--- config.mk ---
export PLATFORM = sky130hd
export DESIGN_NAME = iobus_master
export DESIGN_NICKNAME = d
export VERILOG_FILES = /design/src/rtl/iobus_master.sv
export SDC_FILE = /design/constraint.sdc
export NUM_CORES = 1
export LEC_CHECK = 0
export BUFFER_PORTS_ARGS = -buffer_cell sky130_fd_sc_hd__clkbuf_2
export CORE_ASPECT_RATIO = 0.7
export CORE_MARGIN = 1.5
export CORE_UTILIZATION = 40
export CTS_CLUSTER_SIZE = 12
export DETAILED_ROUTE_END_ITERATION = 6
export PLACE_DENSITY = 0.68
export SYNTH_ARGS = -nofsm -noshare
export SYNTH_HDL_FRONTEND = slang
export SYNTH_SLANG_ARGS = --single-unit
--- constraint.sdc ---
create_clock -name clk_in -period 1.4 [get_ports clk_in]
set_clock_uncertainty 0.05 [all_clocks]
set_input_delay 0.07 -clock clk_in [delete_from_list [all_inputs] [get_ports clk_in]]
set_output_delay 0.07 -clock clk_in [all_outputs]
set_load 0.01 [all_outputs]
--- src/rtl/iobus_master.sv ---
// Bus initiator for the 8-register I/O peripheral bus: byte-stream commands in, read bytes out.
// Optional IRQ auto-acknowledge read of address 4 is built when IOBUS_IRQ_AUTOACK_EN is defined.
//
// state   | meaning
// IDLE    | waiting for header byte or pending IRQ
// WDATA   | waiting for next write-data byte
// WISSUE  | write cycle on the bus (cs=1, rw=0)
// RISSUE  | read cycle on the bus (cs=1, rw=1)
// RWAIT   | waiting RD_WAIT cycles for peripheral read data
// RSEND   | response held until rsp_ready
module iobus_master #(
  parameter int RD_WAIT = 1
) (
  input  logic       clk_in,
  input  logic       rst,
  input  logic [7:0] cmd_data,
  input  logic       cmd_valid,
  output logic       cmd_ready,
  output logic [7:0] rsp_data,
  output logic       rsp_irq,
  output logic       rsp_valid,
  input  logic       rsp_ready,
  output logic       bus_cs,
  output logic       bus_rw,
  output logic [2:0] bus_ad,
  output logic [7:0] bus_do,
  input  logic [7:0] bus_di,
  input  logic       irq,
  output logic       busy
);

  typedef enum logic [2:0] {
    S_IDLE, S_WDATA, S_WISSUE, S_RISSUE, S_RWAIT, S_RSEND
  } state_t;

  localparam logic [2:0] LP_WAIT_LD = 3'(RD_WAIT - 1);
  localparam logic [2:0] LP_IRQ_ADDR = 3'd4;

  state_t     r_state, w_state_nxt;
  logic [2:0] r_addr;
  logic [2:0] r_rem;
  logic [2:0] r_wait;
  logic       r_fixed;
  logic       r_irq_op;
  logic [7:0] r_do;
  logic [7:0] r_rsp_data;
  logic       w_irq_pend;
  logic       w_hdr_fire;
  logic       w_irq_start;
  logic       w_data_fire;
  logic       w_capture;
  logic       w_next_xfer;

  always_ff @(posedge clk_in or posedge rst) begin
    if (rst) r_state <= S_IDLE;
    else     r_state <= w_state_nxt;
  end

  always_comb begin
    w_state_nxt = r_state;
    w_hdr_fire  = 1'b0;
    w_irq_start = 1'b0;
    w_data_fire = 1'b0;
    w_capture   = 1'b0;
    w_next_xfer = 1'b0;
    case (r_state)
      S_IDLE: begin
        if (w_irq_pend) begin
          w_irq_start = 1'b1;
          w_state_nxt = S_RISSUE;
        end else if (cmd_valid) begin
          w_hdr_fire  = 1'b1;
          w_state_nxt = cmd_data[7] ? S_RISSUE : S_WDATA;
        end
      end
      S_WDATA: begin
        if (cmd_valid) begin
          w_data_fire = 1'b1;
          w_state_nxt = S_WISSUE;
        end
      end
      S_WISSUE: begin
        if (r_rem != 3'd0) begin
          w_next_xfer = 1'b1;
          w_state_nxt = S_WDATA;
        end else begin
          w_state_nxt = S_IDLE;
        end
      end
      S_RISSUE: w_state_nxt = S_RWAIT;
      S_RWAIT: begin
        if (r_wait == 3'd0) begin
          w_capture   = 1'b1;
          w_state_nxt = S_RSEND;
        end
      end
      S_RSEND: begin
        if (rsp_ready) begin
          if (r_rem != 3'd0) begin
            w_next_xfer = 1'b1;
            w_state_nxt = S_RISSUE;
          end else begin
            w_state_nxt = S_IDLE;
          end
        end
      end
      default: w_state_nxt = S_IDLE;
    endcase
  end

  always_ff @(posedge clk_in or posedge rst) begin
    if (rst) begin
      r_addr     <= 3'd0;
      r_rem      <= 3'd0;
      r_wait     <= 3'd0;
      r_fixed    <= 1'b0;
      r_irq_op   <= 1'b0;
      r_do       <= 8'd0;
      r_rsp_data <= 8'd0;
    end else begin
      if (w_hdr_fire) begin
        r_addr   <= cmd_data[2:0];
        r_rem    <= cmd_data[5:3];
        r_fixed  <= cmd_data[6];
        r_irq_op <= 1'b0;
      end
      if (w_irq_start) begin
        r_addr   <= LP_IRQ_ADDR;
        r_rem    <= 3'd0;
        r_fixed  <= 1'b1;
        r_irq_op <= 1'b1;
      end
      if (w_data_fire) r_do <= cmd_data;
      if (w_next_xfer) begin
        r_rem <= r_rem - 3'd1;
        if (!r_fixed) r_addr <= r_addr + 3'd1;
      end
      if (r_state == S_RISSUE)                      r_wait <= LP_WAIT_LD;
      else if (r_state == S_RWAIT && r_wait != 3'd0) r_wait <= r_wait - 3'd1;
      if (w_capture) r_rsp_data <= bus_di;
    end
  end

`ifdef IOBUS_IRQ_AUTOACK_EN
  logic r_irq_q;
  logic r_irq_pend;
  logic r_rsp_irq;

  // Pending flag survives a burst; cleared by the auto-ack cs itself.
  always_ff @(posedge clk_in or posedge rst) begin
    if (rst) begin
      r_irq_q    <= 1'b0;
      r_irq_pend <= 1'b0;
      r_rsp_irq  <= 1'b0;
    end else begin
      r_irq_q    <= irq;
      r_irq_pend <= (irq & ~r_irq_q) |
                    (r_irq_pend & ~((r_state == S_RISSUE) & r_irq_op));
      if (w_capture) r_rsp_irq <= r_irq_op;
    end
  end

  assign w_irq_pend = r_irq_pend;
  assign rsp_irq    = r_rsp_irq;
`else
  logic w_unused_irq;
  assign w_unused_irq = irq;
  assign w_irq_pend   = 1'b0;
  assign rsp_irq      = 1'b0;
`endif

  assign cmd_ready = ~rst & (((r_state == S_IDLE) & ~w_irq_pend) | (r_state == S_WDATA));
  assign bus_cs    = (r_state == S_WISSUE) | (r_state == S_RISSUE);
  assign bus_rw    = (r_state != S_WISSUE);
  assign bus_ad    = r_addr;
  assign bus_do    = r_do;
  assign rsp_data  = r_rsp_data;
  assign rsp_valid = (r_state == S_RSEND);
  assign busy      = (r_state != S_IDLE);

endmodule

# Word-level counts from Yosys, hierarchy flattened

Index checks and enable logic that the tools add are counted.

Bitwise operators: 4
Add/sub/neg operators: 3
Muxes and demuxes: 23
Eq/ne operators: 10
Reduce and logical (&&, ||, !) cells: 9

Operators by type and width:

| kind                  | number |
|---|---|
| $mux W3               | 11 |
| $pmux W3 S6           | 1 |
| $reduce_bool A3 Y1    | 3 |
| $mux W1               | 8 |
| $eq A3 B2 Y1 const B  | 2 |
| $eq A3 B3 Y1 const B  | 2 |
| $logic_not A3 Y1      | 2 |
| $ne A2 B2 Y1 const B  | 3 |
| $sub A3 B1 Y3 const B | 2 |
| $mux W2               | 2 |
| $reduce_and A4 Y1     | 1 |
| $reduce_bool A2 Y1    | 2 |
| $add A3 B1 Y3 const B | 1 |
| $eq A3 B1 Y1 const B  | 1 |
| $ne A3 B2 Y1 const B  | 1 |
| $ne A2 B1 Y1 const B  | 1 |
| $or A1 B1 Y1          | 2 |
| $pmux W1 S2           | 1 |
| $and A1 B1 Y1         | 1 |
| $logic_and A1 B1 Y1   | 1 |
| $not A1 Y1            | 1 |

Output and inout port bits: 25
Input bits: 21
Word-level logic and storage cells: 56
Flip-flop bits (word level): 29

# Longest topological paths before layout

Gate-level depths: netlist of run 1.

Depth in word-level cells: 5
Mapped depth: 7
Mapped depth without buffers: 7

# Worst setup path before layout of run 1

OpenSTA, ideal clock, no wires.

Path kind: register -> register
Start point: reg r_wait[0]
End point: reg r_rsp_data[0], in the netlist rsp_data[0]
Path buffers: 0
Arrival time: 1.325 ns
Period minus slack after synthesis: 1.500 ns
Setup slack: -0.100 ns
Stages on the path, launching flop included: 6
Setup time: 0.125 ns
Data required time: 1.225 ns
Cells stage by stage: dfrtp_1 -> inv_1 -> ha_1 -> nor2b_1 -> nand3_2 -> mux2_2

Longest elaborated chain between the ends: 3

RTL lines:

| what                   | line | text |
|---|---|---|
| from (decl)            | 42   | `logic [2:0] r_wait;` |
| from (signal assigned) | 139  | `else if (r_state == S_RWAIT && r_wait != 3'd0) r_wait <= r_wait - 3'd1;` |
| $logic_not A3 Y1       | 92   | `if (r_wait == 3'd0) begin` |
| $mux W1                | 92   |  |
| $mux W1                | 66   | `case (r_state)` |
| to (signal assigned)   | 140  | `if (w_capture) r_rsp_data <= bus_di;` |
| to (decl)              | 46   | `logic [7:0] r_rsp_data;` |

No other way between the ends.
A chain may end at the register's enable or synchronous reset.

# Worst setup path after layout of run 1

Start point: reg r_state[0]
End point: out bus_rw

Longest elaborated chain between the ends: 1

RTL lines:

| what                   | line | text |
|---|---|---|
| from (decl)            | 39   | `state_t r_state, w_state_nxt;` |
| from (signal assigned) | 56   | `else r_state <= w_state_nxt;` |
| $ne A3 B2 Y1           | 174  | `assign bus_rw = (r_state != S_WISSUE);` |
| to (decl)              | 24   | `output logic bus_rw,` |

No other way between the ends.

==> impl_metrics.json, run 1 <==
{
  "outcome": "finished with violations",
  "failed_checks": "negative setup slack",
  "hold-path-endpoint": "bus_do[1]",
  "wl_per_cell_microns": 14.67,
  "fmax_mhz": 628.8,
  "synth_fp_nets": 159,
  "worst_slack_ns": -0.1904,
  "synth_warnings": 0,
  "synth_area_leaders": "dfrtp_1 (50%), mux2_2 (12%), ha_1 (4.3%)",
  "cp_max_fo": 4,
  "ios": 46,
  "die_x_microns": 75.31,
  "clock_latency_ns": 0.28,
  "cts_tree": "yes",
  "drc": 0,
  "crit-reg2reg-launch": "r_state[0]",
  "hold_path_class": "input pin to flip-flop",
  "setup.worst_path.end_class": "primary output",
  "place_ws_ns": -0.1155,
  "ys_seq_area_share_pct": 49.57,
  "start_util_pct": 41.67,
  "p_int_mw": 3.186,
  "dp_hpwl_microns": 2412,
  "path_class": "flip-flop to primary output",
  "die-area_sq_um": 4037,
  "hold_depth": 2,
  "dr.max_layer_used": "met4",
  "crit_arrival_ns": 1.47,
  "p_sw_share_pct": 36.31,
  "max_cap_violations": 0,
  "die_y_microns": 53.62,
  "overflow": 0,
  "netlist_area_sq_um": 1464,
  "viasPerCell": 5.076,
  "worstHoldStart": "cmd_data[1]",
  "areaGrowthSynthToFinish_pct": 64.44,
  "drt-pass1-iter-count": 4,
  "final_util_pct": 68.52,
  "pwr-share-comb_pct": 56.8,
  "reg2reg_depth": 7,
  "grt_max_degree": 30,
  "rows": 18,
  "worstPathRequired_ns": 1.28,
  "r2r-end": "bus_ad[2]",
  "ys_ff_latch": 29,
  "rsz0062_at_grt": "yes",
  "ir_drop_mv": 1.106,
  "synthCells": 133,
  "drt-met1-wl_microns": 1771,
  "wirelength_microns": 4035,
  "core_area_sq_um": 3513,
  "n_antenna_cell": 0,
  "clockBufferDepth": 2,
  "leakagePower_nw": 1.182,
  "nets": 251,
  "cts_buffers": 5,
  "path_clk_slew_ns": 0.07,
  "slew_viol_final": 0,
  "switchingPower_mw": 1.816,
  "r2r_slack_ns": -0.19,
  "postRouteAntennaNets": 0,
  "synth_largest_area_cell": "dfrtp_1",
  "ctsHtreeMaxLevel": 2,
  "setup_viol": 29,
  "startpoint_type": "flip-flop",
  "yosysTopAreaCellShare_pct": 49.57,
  "finalCritPeriodShare_pct": 113.6,
  "nFillCells": 244,
  "clock-sinks": 29,
  "grt_pass1_vias": 1350,
  "root_buffer": "clkbuf_8",
  "grt_usage_pct": 21.05,
  "most-common-layout-cells": "clkbuf_2 (42), dfrtp_1 (27), buf_4 (22)",
  "syn_area_per_cell_sq_um": 11.01,
  "route.met3.wl_microns": 244,
  "place_congestion": 0.9044,
  "vias": 1396,
  "drt_iter0_markers": 45,
  "wl_met2_microns": 1935,
  "period_needed_ns": 1.590,
  "yosysUniqueCellTypes": 37,
  "portBuffers": 43,
  "grt_first_pass_wirelength_microns": 6127,
  "final_common_cell": "clkbuf_2",
  "antenna_found_initial": 0,
  "pwr-share-clk_pct": 13.5,
  "finalHoldViolCount": 0,
  "seq_power_share_pct": 29.7,
  "drive_above_1_share_pct": 56.89,
  "power.density_nw_per_um2": 2078
}
==> worst max-delay path: stages (launching register included) <==
cell      delay (ns)
dfrtp_1         0.41
buf_6           0.14
buf_6           0.13
nor3b_4         0.25
inv_1           0.12
clkbuf_2        0.14
==> kinds of logic after synthesis <==
| logic type | share of synthesized area (%) |
|---|---|
| DFF | 49.57 |
| other | 0.2562 |
| muxes | 14.36 |
| adders and majority gates | 4.274 |
| buffers and inverters | 4.188 |
| AOI/OAI and AO/OA | 8.889 |
| and+or+nand+nor | 18.46 |
==> routing by layer <==
layer | global-route usage (%) | up-vias
met3 | 7.116 | 15
met5 | 0 | -
li1 | - | 648
met2 | 34.06 | 55
met1 | 26.27 | 678
met4 | 8.036 | 0
==> worst max path at each step <==
stage                    start    endpoint  slack [ns]  depth (start not counted)
finish              r_state[0]      bus_rw       -0.19                          5
global route        r_state[0]   bus_ad[0]       -0.25                          7
CTS                 r_state[0]        busy       -0.14                          4
detailed placement    r_rem[0]  r_state[0]       -0.12                          7
global placement    r_state[1]   bus_do[6]       -0.06                          4
floorplan           r_state[2]   bus_ad[2]       -0.02                          4
==> synth_stat cells <==
cell and number:
inv_1 8, nand3_1 2, buf_2 4, nor3b_1 1, nor3_1 2, ha_1 5
or4b_1 1, o21ai_0 3, o22ai_1 2, buf_4 1, nor3b_2 1, nor2_1 7
nand4_1 1, o211ai_1 3, mux2_2 16, o21bai_1 1, and2_1 1, and4b_1 1
nand3_2 1, a21oi_1 5, nand2_1 13, nand3b_1 4, and3b_1 1, o221ai_1 1
or3_1 1, o21ai_2 1, nor2b_1 4, nand2b_1 3, nor4b_4 1, conb_1 1
clkbuf_1 1, a21boi_0 1, mux2i_1 3, o41ai_1 1, dfrtp_1 29, a31oi_1 1
a21o_1 1
==> sequential cells by signal, indices dropped and copies added, names as in the netlist <==
register  flops
rsp_data      8
bus_ad        3
r_wait        3
r_fixed       1
r_state       3
bus_do        8
r_rem         3
==> metrics by stage <==
stage	hold WS, ns	setup TNS [ns]	cell area [sq um]	total power [mW]	std cells
2_1_floorplan	0.09811	-0.02314	1495	2.684	133
3_3_place_gp	0.09948	-0.8374	1861	3.355	237
3_5_place_dp	0.1127	-1.976	1861	3.466	237
4_1_cts	0.004647	-1.411	2327	4.777	271
5_1_grt	0.006886	-4.697	2407	5.321	275
6_report	0.009093	-3.404	2407	5.002	275
==> layout make-up <==
cell class,count,area [sq um],area share [%]
well taps,50,62.56,2.599
clock buffers,7,86.33,3.586
flip-flops and latches,29,728.2,30.25
inverters,8,30.03,1.247
multi-input cells,90,829.5,34.46
repair buffers,91,670.6,27.86
==> repair_timing <==
| action | CTS | global route |
|---|---|---|
| setup buffers | 15 | 4 |
| pin swaps | 10 | 14 |
| hold endpoints to repair | 42 | 0 |
| resized for setup | 37 | 14 |
| setup endpoints to repair | 28 | 32 |
| hold buffers | 12 | 0 |
==> power groups by stage <==
stage | clock network, mW | registers (mW) | logic, mW
final | 0.675 | 1.48 | 2.84
after global placement | 0 | 1.45 | 1.91
after detailed placement | 0 | 1.47 | 1.99
after floorplan | 0 | 1.58 | 1.10
after CTS | 0.687 | 1.46 | 2.63
after global routing | 0.725 | 1.53 | 3.07
Note: power is estimated with default switching activity, not from simulation.
==> run 2, diff against run 1 <==
--- a/config.mk
+++ b/config.mk
@@ -11,6 +11,7 @@
 export CORE_UTILIZATION = 40
 export CTS_CLUSTER_SIZE = 12
 export DETAILED_ROUTE_END_ITERATION = 6
+export MAX_ROUTING_LAYER = met4
 export PLACE_DENSITY = 0.68
 export SYNTH_ARGS = -nofsm -noshare
 export SYNTH_HDL_FRONTEND = slang
==> run 2 against run 1 <==
The flow still finishes with violations (negative setup slack). Combinational power is essentially flat. Cell count unchanged. Worst setup slack lost 0.010 ns. Die area unchanged. Hold slack got worse by 0.0027 ns. Critical path depth increased by 2. Clock power is essentially flat. Wire length grew 0.15%. Utilization fell by 0.11 points. Sequential share of layout area about the same. Fmax is 0.63% lower. Critical path type is now flip-flop to flip-flop. Largest power group unchanged. Highest routed layer unchanged.
==> impl_metrics.json, run 2 (same netlist as run 1, synthesis figures left out) <==
{
  "startpoint_type": "flip-flop",
  "portBuffers": 43,
  "design_area_sq_um": 2404,
  "grtUsageMet1_pct": 26.27,
  "stdcell_count": 275,
  "areaGrowthSynthToFinish_pct": 64.19,
  "antenna_found_initial": 0,
  "path_clk_slew_ns": 0.07,
  "die_y_microns": 53.62,
  "drt_iter0_markers": 51,
  "place_inst": 237,
  "placed_cell_area_sq_um": 1861,
  "clock_latency_ns": 0.28,
  "rsz0062_at_grt": "yes",
  "power.density_nw_per_um2": 2083,
  "leakagePower_nw": 1.182,
  "dp_hpwl_microns": 2412,
  "wirelength_microns": 4041,
  "hold_ws_ns": 0.006374,
  "cp_max_fo": 5,
  "grt_usage_pct": 21.64,
  "cts_tree": "yes",
  "failed_checks": "negative setup slack",
  "power_mw": 5.005,
  "grt-busiest-layer": "met2",
  "setup.worst_path.end_class": "flip-flop",
  "overflow": 0,
  "finalHoldViolCount": 0,
  "ir_drop_mv": 1.124,
  "drt-pass1-iter-count": 4,
  "outcome": "finished with violations",
  "worstPathRequired_ns": 1.52,
  "most-common-layout-cells": "clkbuf_2 (42), dfrtp_1 (27), buf_4 (22)",
  "die-area_sq_um": 4037,
  "grt_first_pass_wirelength_microns": 6120,
  "crit_arrival_ns": 1.72,
  "root_buffer": "clkbuf_8",
  "max_cap_violations": 0,
  "grtUsageMet2_pct": 34.06,
  "core_area_sq_um": 3513,
  "drc": 0,
  "slew_viol_final": 0,
  "rows": 18,
  "nFillCells": 246,
  "postRouteAntennaNets": 0,
  "n_antenna_cell": 0,
  "hold_path_class": "input pin to flip-flop",
  "die_x_microns": 75.31,
  "path_class": "flip-flop to flip-flop",
  "cts_buffers": 5,
  "fmax_mhz": 624.9,
  "regArea_sq_um": 728.2,
  "grt_pass1_vias": 1348,
  "start_util_pct": 41.67,
  "ctsHtreeMaxLevel": 2,
  "multi_input_area_sq_um": 825.8,
  "final_common_cell": "clkbuf_2",
  "viasPerCell": 5.015,
  "wl_per_cell_microns": 14.69,
  "clock-sinks": 29,
  "nets": 251,
  "finalCritPeriodShare_pct": 114.3,
  "ios": 46,
  "drive_above_1_share_pct": 56.44,
  "period_needed_ns": 1.600,
  "use_met3_pct": 6.929,
  "clockBufferDepth": 2,
  "worst_slack_ns": -0.2004,
  "place_ws_ns": -0.1155,
  "vias": 1379,
  "place_congestion": 0.9200,
  "grt_max_degree": 30,
  "setup_viol": 29
}
-- run 2: critical path, stage by stage, from the launching register on --
cell     delay, ns
dfrtp_1       0.40
buf_6         0.14
buf_6         0.13
nor3b_4       0.26
buf_6         0.15
o21ai_4       0.08
mux2i_1       0.13
a21o_1        0.16
-- run 2: metal layers --
metal  share of wire, %  routed length (microns)
met1                 44                     1787
met2                 47                     1908
met3                6.6                      268
met4                1.9                       76
met5                  0                        0
-- run 2: through the flow --
| step | setup TNS (ns) | utilization (%) |
|---|---|---|
| global route | -4.723 | 68.41 |
| global placement | -0.8374 | 52.96 |
| CTS | -1.411 | 66.24 |
| detailed placement | -1.976 | 52.96 |
| finish | -3.324 | 68.41 |
| floorplan | -0.02314 | - |
-- run 2: layout make-up --
type                       count  share of cell area [%]
multi-input combinational     90                   34.36
inverter                       8                   1.249
tap                           50                   2.603
clock buffer                   7                   3.592
sequential                    29                   30.30
timing repair buffer          91                   27.90
-- run 2: path summary, 6_finish.rpt --
check                            start          to  slack (ns)  cells past startpoint
max                         r_state[0]   bus_ad[2]       -0.20                      7
min                        cmd_data[0]   bus_ad[0]       0.006                      3
max reg2reg                 r_state[0]   bus_ad[2]       -0.20                      7
min reg2reg                    r_fixed     r_fixed        0.44                      2
max in group asynchronous          rst   r_wait[0]        0.66                      4
min in group asynchronous          rst  r_state[1]        0.36                      4
-- run 2: where the power goes --
group          total (mW)  internal, mW  switching, mW
logic                2.84          1.57           1.28
clock network       0.678         0.389          0.290
registers            1.48          1.23          0.257
-- run 2: repair_timing --
action / 4_1_cts / 5_1_grt
endpoints found under the setup margin: 28 / 32
endpoints found under the hold margin: 42 / 0
pin swaps: 10 / 13
buffers inserted: 15 / 4
resized for setup: 37 / 13
hold buffers: 12 / 0
==> run 3, diff against run 2 <==
--- a/config.mk
+++ b/config.mk
@@ -13,6 +13,7 @@
 export DETAILED_ROUTE_END_ITERATION = 6
 export MAX_ROUTING_LAYER = met4
 export PLACE_DENSITY = 0.68
+export SKIP_LAST_GASP = 1
 export SYNTH_ARGS = -nofsm -noshare
 export SYNTH_HDL_FRONTEND = slang
 export SYNTH_SLANG_ARGS = --single-unit
==> run 3 against run 2 <==
The flow still finishes with violations (negative setup slack). Non-clock buffer count stayed put. Hold slack improved by 0.00073 ns. Cell count unchanged. Global-route usage did not move. Utilization down 0.071 points. Sequential power about the same. Wire length down 0.59%. Via count shrank 0.44%.
==> impl_metrics.json, run 3 (same netlist as run 1, synthesis figures left out) <==
{
  "grt_pass1_vias": 1348,
  "root_buffer": "clkbuf_8",
  "multi_input_area_sq_um": 823.3,
  "dp_hpwl_microns": 2412,
  "power.density_nw_per_um2": 2080,
  "drive_above_1_share_pct": 56.00,
  "crit_top_cell": "buf_6",
  "worst_slack_ns": -0.2043,
  "postRouteAntennaNets": 0,
  "slew_viol_final": 0,
  "grt_first_pass_wirelength_microns": 6120,
  "vias": 1373,
  "die-area_sq_um": 4037,
  "rows": 18,
  "die_x_microns": 75.31,
  "grt_max_degree": 30,
  "outcome": "finished with violations",
  "clock-sinks": 29,
  "clock_latency_ns": 0.28,
  "viasPerCell": 4.993,
  "path_cells": "buf_6, buf_6, nor3b_4, buf_6, o21ai_4, mux2i_1, a21o_1",
  "most-common-layout-cells": "clkbuf_2 (42), dfrtp_1 (27), buf_4 (22)",
  "drt_iter0_markers": 55,
  "n_antenna_cell": 0,
  "final_util_pct": 68.34,
  "final_common_cell": "clkbuf_2",
  "leakagePower_nw": 1.182,
  "finalCritPeriodShare_pct": 114.6,
  "wirelength_microns": 4017,
  "finalHoldViolCount": 0,
  "fmax_mhz": 623.3,
  "drt-pass1-iter-count": 4,
  "path_class": "flip-flop to flip-flop",
  "power_mw": 4.994,
  "portBuffers": 43,
  "tns_ns": -3.347,
  "place_congestion": 0.9200,
  "ir_drop_mv": 1.125,
  "place_ws_ns": -0.1155,
  "nFillCells": 247,
  "drc": 0,
  "hold_ws_ns": 0.007104,
  "setup_viol": 29,
  "cts_buffers": 5,
  "ctsHtreeMaxLevel": 2,
  "startpoint_type": "flip-flop",
  "cts_tree": "yes",
  "cp_max_fo": 5,
  "die_y_microns": 53.62,
  "grt_usage_pct": 21.64,
  "crit_arrival_ns": 1.73,
  "cp_slowest_stage_delay_ns": 0.40,
  "overflow": 0,
  "wl_per_cell_microns": 14.61,
  "start_util_pct": 41.67,
  "hold_path_class": "input pin to flip-flop",
  "setup.worst_path.end_class": "flip-flop",
  "clockBufferDepth": 2,
  "core_area_sq_um": 3513,
  "antenna_found_initial": 0,
  "failed_checks": "negative setup slack",
  "rsz0062_at_grt": "yes",
  "critPathSlowestCell": "dfrtp_1",
  "areaGrowthSynthToFinish_pct": 64.02,
  "nets": 251,
  "ios": 46,
  "path_clk_slew_ns": 0.07,
  "regArea_sq_um": 728.2,
  "period_needed_ns": 1.604,
  "max_cap_violations": 0,
  "worstPathRequired_ns": 1.52
}
-- run 3: metal layers --
metal / part of all wire [%] / vias to the layer above / GRT usage [%]
li1: - / 649 / -
met1: 45 / 662 / 26.27
met2: 47 / 50 / 34.06
met3: 5.2 / 12 / 6.929
met4: 2.1 / 0 / 8.036
met5: 0 / - / -
-- run 3: critical path: cells and delay by family, from the launching register on --
| kind | cells | cell delay, ns |
|---|---|---|
| and+or+nand+nor | 1 | 0.26 |
| muxes | 1 | 0.13 |
| AOI/OAI and AO/OA | 2 | 0.24 |
| buffers and inverters | 3 | 0.42 |
| DFF | 1 | 0.40 |
-- run 3: stage by stage --
stage	std cells	instance area, sq um
final	275	2401
after global routing	275	2401
after CTS	271	2327
after detailed placement	237	1861
after global placement	237	1861
after floorplan	133	1495
-- run 3: final timing paths --
| kind | startpoint | to | slack (ns) | cells after the start |
|---|---|---|---|---|
| setup / recovery | r_state[0] | bus_ad[2] | -0.20 | 7 |
| hold / removal | cmd_data[0] | bus_ad[0] | 0.007 | 3 |
| setup reg to reg | r_state[0] | bus_ad[2] | -0.20 | 7 |
| hold reg to reg | r_fixed | r_fixed | 0.44 | 2 |
| max in group asynchronous | rst | r_wait[0] | 0.66 | 4 |
| min in group asynchronous | rst | r_state[1] | 0.36 | 4 |
-- run 3: report_power, final --
| group | total (mW) | switching, mW | internal (mW) |
|---|---|---|---|
| sequential | 1.48 | 0.255 | 1.23 |
| combinational | 2.83 | 1.27 | 1.56 |
| clock | 0.678 | 0.289 | 0.389 |
| total | 4.99 | 1.81 | 3.18 |
-- run 3: timing repair --
item / CTS / global route
gates cloned: 0 / 0
setup buffers: 15 / 4
hold buffers: 12 / 0
endpoints found under the setup margin: 28 / 32
hold endpoints to repair: 42 / 0
pin swaps: 10 / 13
resized for setup: 37 / 12
-- run 3: final cells by class --
cell class	instances	area share, %
repair buffers	91	27.93
inverters	8	1.251
well taps	50	2.606
flip-flops and latches	29	30.33
clock buffers	7	3.596
multi-input cells	90	34.29
